[src/rtl/irq_ctrl.sv]
// Interrupt source controller: timer + external lines, masked
// fixed-priority arbitration, one request outstanding until eret.
module irq_ctrl #(
  parameter int NUM_EXT = 5,
  parameter int CNT_W   = 32
) (
  input  logic               clk,
  input  logic               rst,
  input  logic [NUM_EXT-1:0] irq_in,
  input  logic               cfg_we,
  input  logic [1:0]         cfg_addr,
  input  logic [31:0]        cfg_wdata,
  output logic [31:0]        cfg_rdata,
  input  logic               int_ack,
  input  logic               eret,
  output logic               int_req,
  output logic [31:0]        int_cause,
  output logic               busy
);

  localparam int P = NUM_EXT + 1;

  typedef enum logic [1:0] {
    IDLE,
    REQ,
    SVC
  } state_t;

  state_t state, state_n;

  logic [P-1:0]       mask;
  logic [P-1:0]       pending;
  logic [P-1:0]       pending_n;
  logic [P-1:0]       eligible;
  logic [P-1:0]       set_bits;
  logic [P-1:0]       clr_bits;
  logic [CNT_W-1:0]   compare;
  logic [CNT_W-1:0]   count;
  logic               ten;
  logic [NUM_EXT-1:0] irq_q;
  logic [2:0]         id;
  logic [2:0]         id_n;
  logic [2:0]         win;
  logic               tick_en;
  logic               fire;
  logic               ack_ok;
  logic               wr_mask;
  logic               wr_cmp;
  logic               wr_ten;
  logic               wr_w1c;
  logic               unused_wdata;

  assign unused_wdata = ^cfg_wdata;

  always_comb begin
    wr_mask = 1'b0;
    wr_cmp  = 1'b0;
    wr_ten  = 1'b0;
    wr_w1c  = 1'b0;
    unique case (cfg_addr)
      2'd0:    wr_mask = cfg_we;
      2'd1:    wr_cmp  = cfg_we;
      2'd2:    wr_ten  = cfg_we;
      default: wr_w1c  = cfg_we;
    endcase
  end

  assign tick_en = ten && (compare != '0);
  assign fire    = tick_en && (count == compare);
  assign ack_ok  = (state == REQ) && int_ack;

  // Sets are applied after clears so a same-cycle edge wins.
  assign set_bits  = {irq_in & ~irq_q, fire};
  assign clr_bits  = (ack_ok ? (P'(1) << id) : '0)
                   | (wr_w1c ? P'(cfg_wdata) : '0);
  assign pending_n = (pending & ~clr_bits) | set_bits;
  assign eligible  = pending & mask;

  always_comb begin
    win = '0;
    for (int i = P - 1; i >= 0; i--) begin
      if (eligible[i]) win = 3'(i);
    end
  end

  always_comb begin
    state_n = state;
    id_n    = id;
    unique case (state)
      IDLE: begin
        if (|eligible) begin
          state_n = REQ;
          id_n    = win;
        end
      end
      REQ:     if (int_ack) state_n = SVC;
      SVC:     if (eret) state_n = IDLE;
      default: state_n = IDLE;
    endcase
  end

  always_ff @(posedge clk) begin
    if (rst) begin
      state   <= IDLE;
      id      <= '0;
      pending <= '0;
      irq_q   <= '0;
      mask    <= '0;
      compare <= '0;
      ten     <= 1'b0;
      count   <= '0;
    end else begin
      state   <= state_n;
      id      <= id_n;
      pending <= pending_n;
      irq_q   <= irq_in;
      if (wr_mask) mask <= P'(cfg_wdata);
      if (wr_ten) ten <= cfg_wdata[0];
      if (wr_cmp) begin
        compare <= CNT_W'(cfg_wdata);
        count   <= '0;
      end else if (tick_en) begin
        count <= fire ? '0 : count + CNT_W'(1);
      end
    end
  end

  assign int_req   = (state == REQ);
  assign busy      = (state == SVC);
  assign int_cause = int_req ? (32'(1) << ({2'b00, id} + 5'd2)) : '0;

  always_comb begin
    cfg_rdata = '0;
    unique case (cfg_addr)
      2'd0:    cfg_rdata = 32'(mask);
      2'd1:    cfg_rdata = 32'(compare);
      2'd2:    cfg_rdata = {31'b0, ten};
      default: cfg_rdata = 32'(pending);
    endcase
  end

endmodule
[config.mk]
export PLATFORM = sky130hd
export DESIGN_NAME = irq_ctrl
export DESIGN_NICKNAME = d
export VERILOG_FILES = /design/src/rtl/irq_ctrl.sv
export SDC_FILE = /design/constraint.sdc
export NUM_CORES = 1
export LEC_CHECK = 0
export CAP_MARGIN = 20
export CORE_UTILIZATION = 55
export CTS_CLUSTER_SIZE = 24
export DETAILED_ROUTE_END_ITERATION = 16
export MAX_ROUTING_LAYER = met4
export PLACE_DENSITY = 0.93
export SETUP_SLACK_MARGIN = 0.4
export SLEW_MARGIN = 20
export SYNTH_ARGS = -nofsm -noshare
export SYNTH_HDL_FRONTEND = slang
export SYNTH_SLANG_ARGS = --single-unit
[constraint.sdc]
create_clock -name clk -period 3.6 [get_ports clk]
set_clock_uncertainty 0.2 [all_clocks]
set_input_delay 0.54 -clock clk [delete_from_list [all_inputs] [get_ports clk]]
set_output_delay 0.54 -clock clk [all_outputs]
set_load 0.03 [all_outputs]
# == After elaboration in Yosys (flattened, before gate mapping) ==
# Cells that the tools add are included.
# Widths: inputs -> output; s select.
# classes
shifts,2
n_bitwise,7
n_addsub,2
n_eq_ne,8
reduce_logical,11
mux,19
# op_table
cell,count
$pmux 32 s3,1
$mux 32,2
$add 32x1->32 const B,1
$eq 32x32->1,1
$reduce_bool 32->1,1
$shl 1x4->32 const A,1
$mux 3,6
$and 6x6->6,2
$mux 6,2
$or 6x6->6,2
$mux 2,3
$ne 2x2->1 const B,3
$not 6->6,1
$pmux 2 s3,1
$reduce_or 6->1,1
$shl 1x3->6 const A,1
$and 5x5->5,1
$not 5->5,1
$add 3x2->4 const B,1
$eq 2x1->1 const B,2
$eq 2x2->1 const B,2
$logic_not 2->1,2
$mux 1,4
$logic_and 1x1->1,3
4 further kinds,4
# word_totals
reg_bits,87
wordCells,57
inputBits,44
output_inout_bits,66

# == Longest topological paths before layout ==
# logic_depth
word_depth,8
ltp_mapped,9
ltp_nobuf,7

# == Worst setup path after synthesis ==
# Ideal clock, no wire load.
# synth_timing
path_type,reg2out
startpoint,reg state[0]
endpoint,out int_cause[2]
t_arrival_ps,2089
path_stages_with_launch,5
required_time_ps,2860
setup_slack_ps,771
path_buffers,1
path_cell_list,dfxtp_1 -> nor2b_1 -> clkbuf_1 -> or3b_2 -> nor3_1
# synth_between
elab_chain_cells,2
# synth_rtl
item,line_no,source
start: declaration,29,"state_t state, state_n;"
start signal: assignment,113,state <= state_n;
$eq 2x1->1,128,assign int_req = (state == REQ);
named net int_req,16,"output logic int_req,"
$mux 32,130,"assign int_cause = int_req ? (32'(1) << ({2'b00, id} + 5'd2)) : '0;"
end: declaration,17,"output logic [31:0] int_cause,"
# The timed path passes the listed nets, and every way through them passes these cells.

# == Final worst setup path ==
# layout_timing
startpoint,in cfg_addr[0]
endpoint,out cfg_rdata[5]
# layout_between
elab_chain_cells,2
word_cells_on_any_way,4
cone_classes,eq/ne: 2; mux: 1; reduce/logical: 1
# layout_rtl
item,line_no,source
start: declaration,11,"input logic [1:0] cfg_addr,"
$eq 2x2->1 (tied with other cells),134,unique case (cfg_addr)
$pmux 32 s3 (*),134,
end: declaration,13,"output logic [31:0] cfg_rdata,"
# Every way passes the cells marked *; elsewhere a longest branch is shown, timed or not.

==> key figures <==
Finish
  • Layout filler cell count: 638
  • Share of layout cells above drive strength 1: 0.102
  • Diode count: 0
  • Multi-input combinational cell area: 2760 µm²
  • P&R area growth vs syn: 21.7%
  • Final Net Count: 722
  • Register area: 1740 µm²

Critical path
  • CP max-delay cell: clkdlybuf4s50_1
  • WS Path Type: input port to primary output
  • Slowest stage delay, CP: 0.74 ns
  • Crit-path cells: clkdlybuf4s50_1, and2_1, nand2_1, o21ai_0, clkdlybuf4s50_1
  • CP Capture Type: primary output
  • Worst Path Buf+Inv: 2
  • Crit path max fanout: 5
  • Critical path data required time: 2.86 ns
  • CP Data Arrival Time: 2.43 ns
  • Worst path most repeated cell: clkdlybuf4s50_1
  • Family with the most delay on the worst path: buffers and inverters
  • Setup crit start kind: input port

Pwr
  • Leakage: 2.14 nW
  • Psw: 0.532 mW
  • Internal cell power: 1.49 mW
  • P per Cell Area: 349 nW/µm²
  • Sw frac: 0.263
  • Seq pwr share: 0.503
  • Clock power frac: 0.357
  • Final Total Pwr: 2.02 mW
  • Max VDD drop: 0.259 mV
  • Logic pwr share: 0.140

Timing
  • Fin worst setup slack: 0.432 ns
  • WHS: 0.266 ns
  • Final-report hold violation count: 0
  • Final setup viols: 0
  • Slew HR: 0.421
  • Final worst path period share: 0.880
  • Worst-Margin Slew: 0.862 ns
  • RSZ-0062 raised after global routing: false
  • Fin Setup TNS: 0 ns
  • Final Max Tran Viols: 0
  • Max Clk Rate: 0.316 GHz
  • Final min period: 3.17 ns

Min path
  • HP Class: flip-flop to flip-flop

Synth
  • Synthesized instance count: 599
  • Yosys reg bits: 87
  • Synth top area share: 0.366
  • Primary FF master, synth: dfxtp_1
  • EDFF count, synth: 0
  • Distinct cells, synth: 53
  • Sequential element share of the synthesized area: 0.366
  • Most frequent cell after synthesis: nand2_1
  • Post-synth ARST share: 0
  • Post-synthesis area per instance: 7.95 µm²
  • Syn. warnings: 0
  • Syn Std Cell Area: 4760 µm²
  • Area contributors post-synth: dfxtp_1 (37%), nand2_1 (8.6%), xnor2_1 (7.9%)
  • Synth top cells by count: nand2_1 (109), dfxtp_1 (87), nor2_1 (52), xnor2_1 (43), a21oi_1 (41)
  • Area leader, netlist: dfxtp_1

Clocking
  • Clock Root Buffer: clkbuf_8
  • Clock Latency Late Sink: 0.36 ns
  • CTS sink cnt: 87
  • CTS tree: yes
  • Clk buf depth: 2
  • H-Tree Depth: 3
  • CTS Buf Count: 9
  • Reg clk slew, reported paths: 0.08 ns
  • Cts hold-fix bufs: 0
  • # Post-CTS Setup Buffers: 0

Global routing
  • Gr ovfl total: 0
  • Largest net degree at the start of global routing: 57
  • Initial antenna violation count: 0
  • Vias in the first global route: 4309
  • Tot GR Track Use: 0.312
  • First-pass GRT wire length: 21000 µm

Floorplanning
  • Die area: 9030 µm²
  • Initial Util: 0.573
  • Cell Rows: 33
  • Die Height: 95.0 µm
  • Core area: 8300 µm²
  • Ports: 110
  • Die X: 95.0 µm

Detailed routing
  • Total Wirelength: 12900 µm
  • Antenna viol nets, final: 0
  • DRC: 0
  • WL/cell: 16.5 µm
  • Drt initial violations: 297
  • Vias/cell: 5.89
  • Vias: 4615
  • DR pass1 iterations: 5

Place
  • Final GP Congestion: 0.968
  • IO Port Bufs: 93
  • Dpl hpwl: 9420 µm
  • Dpl ws: 0.510 ns

Run status
  • Status: finished clean

Run
  • Max Cap Viol: 0
==> logic make-up (layout without fill, tap and decap cells) <==
logic type,after synthesis,after routing,share of synthesized area
other,1,16,0.000788
adders and majority gates,2,2,0.00526
buffers and inverters,60,125,0.0668
muxes,13,13,0.0300
and+or+nand+nor,294,294,0.315
DFF,87,87,0.366
xor gates and xnor gates,43,43,0.0791
AOI/OAI and AO/OA,99,99,0.137
==> metrics by stage <==
stage	instance area (µm²)	utilization	instances
finish	5790	0.698	784
global route	5790	0.698	784
CTS	5780	0.697	784
detailed placement	5580	0.673	770
global placement	5580	0.673	770
floorplan	4820	-	614
==> final timing paths <==
kind | startpoint | to | slack, ns | cells after the start
max | cfg_addr[0] | cfg_rdata[5] | 0.43 | 5
min | irq_q[0] | pending[1] | 0.27 | 2
max reg2reg | count[3] | count[29] | 0.98 | 6
min reg2reg | irq_q[0] | pending[1] | 0.27 | 2
==> area by class of cell <==
type | count | share of cell area
multi-input cells | 467 | 0.476
inverters | 11 | 0.00713
well taps | 105 | 0.0227
repair buffers | 100 | 0.159
clock inverters | 4 | 0.0125
clock buffers | 10 | 0.0220
flip-flops and latches | 87 | 0.301
==> cell usage in the layout (no fill, tap or decap), types with 5 or more instances in the layout <==
| cell type | n |
|---|---|
| a21oi_1 | 41 |
| a22o_1 | 15 |
| and2_1 | 28 |
| and3_1 | 5 |
| buf_4 | 33 |
| clkbuf_8 | 9 |
| clkdlybuf4s50_1 | 62 |
| conb_1 | 16 |
| dfxtp_1 | 86 |
| inv_1 | 11 |
| mux2i_1 | 12 |
| nand2_1 | 109 |
| nand2b_1 | 8 |
| nand3_1 | 16 |
| nand3b_1 | 5 |
| nand4_1 | 15 |
| nor2_1 | 52 |
| nor2b_1 | 11 |
| nor3_1 | 14 |
| nor3_2 | 8 |
| nor4_1 | 10 |
| o21ai_0 | 9 |
| o21ai_1 | 10 |
| xnor2_1 | 43 |
==> flip-flops by register name (all words and copies together), names as in the netlist <==
signal and cells:
mask 6, count 32, compare 32, id 3, irq_q 5, ten 1
pending 6, state 2
==> routing by layer <==
metal	GRT usage	up-vias	wire [µm]
li1	-	2165	-
met1	0.384	2165	5200
met2	0.505	241	6350
met3	0.0463	44	922
met4	0.141	0	440
met5	-	-	0
==> worst register-to-register path: stages, from the launching register on <==
cell and delay, ns:
dfxtp_1 0.49, xnor2_1 0.17, nand4_1 0.13, nor4_2 0.48, nand2_1 0.18, o21ai_1 0.71, nor2_1 0.13
==> power groups by stage <==
| stage | Clock [mW] | Combinational, mW | Sequential [mW] |
|---|---|---|---|
| final | 0.721 | 0.283 | 1.02 |
| after detailed placement | 0 | 0.278 | 1.04 |
| after global routing | 0.767 | 0.306 | 1.02 |
| after global placement | 0 | 0.271 | 1.04 |
| after floorplan | 0 | 0.204 | 1.03 |
| after CTS | 0.723 | 0.280 | 1.02 |
==> timing repair <==
item,CTS,global route
pin swaps,0,0
resized for setup,2,3
endpoints found under the setup margin,4,3
No activity file was read; power rests on OpenSTA's default activity.
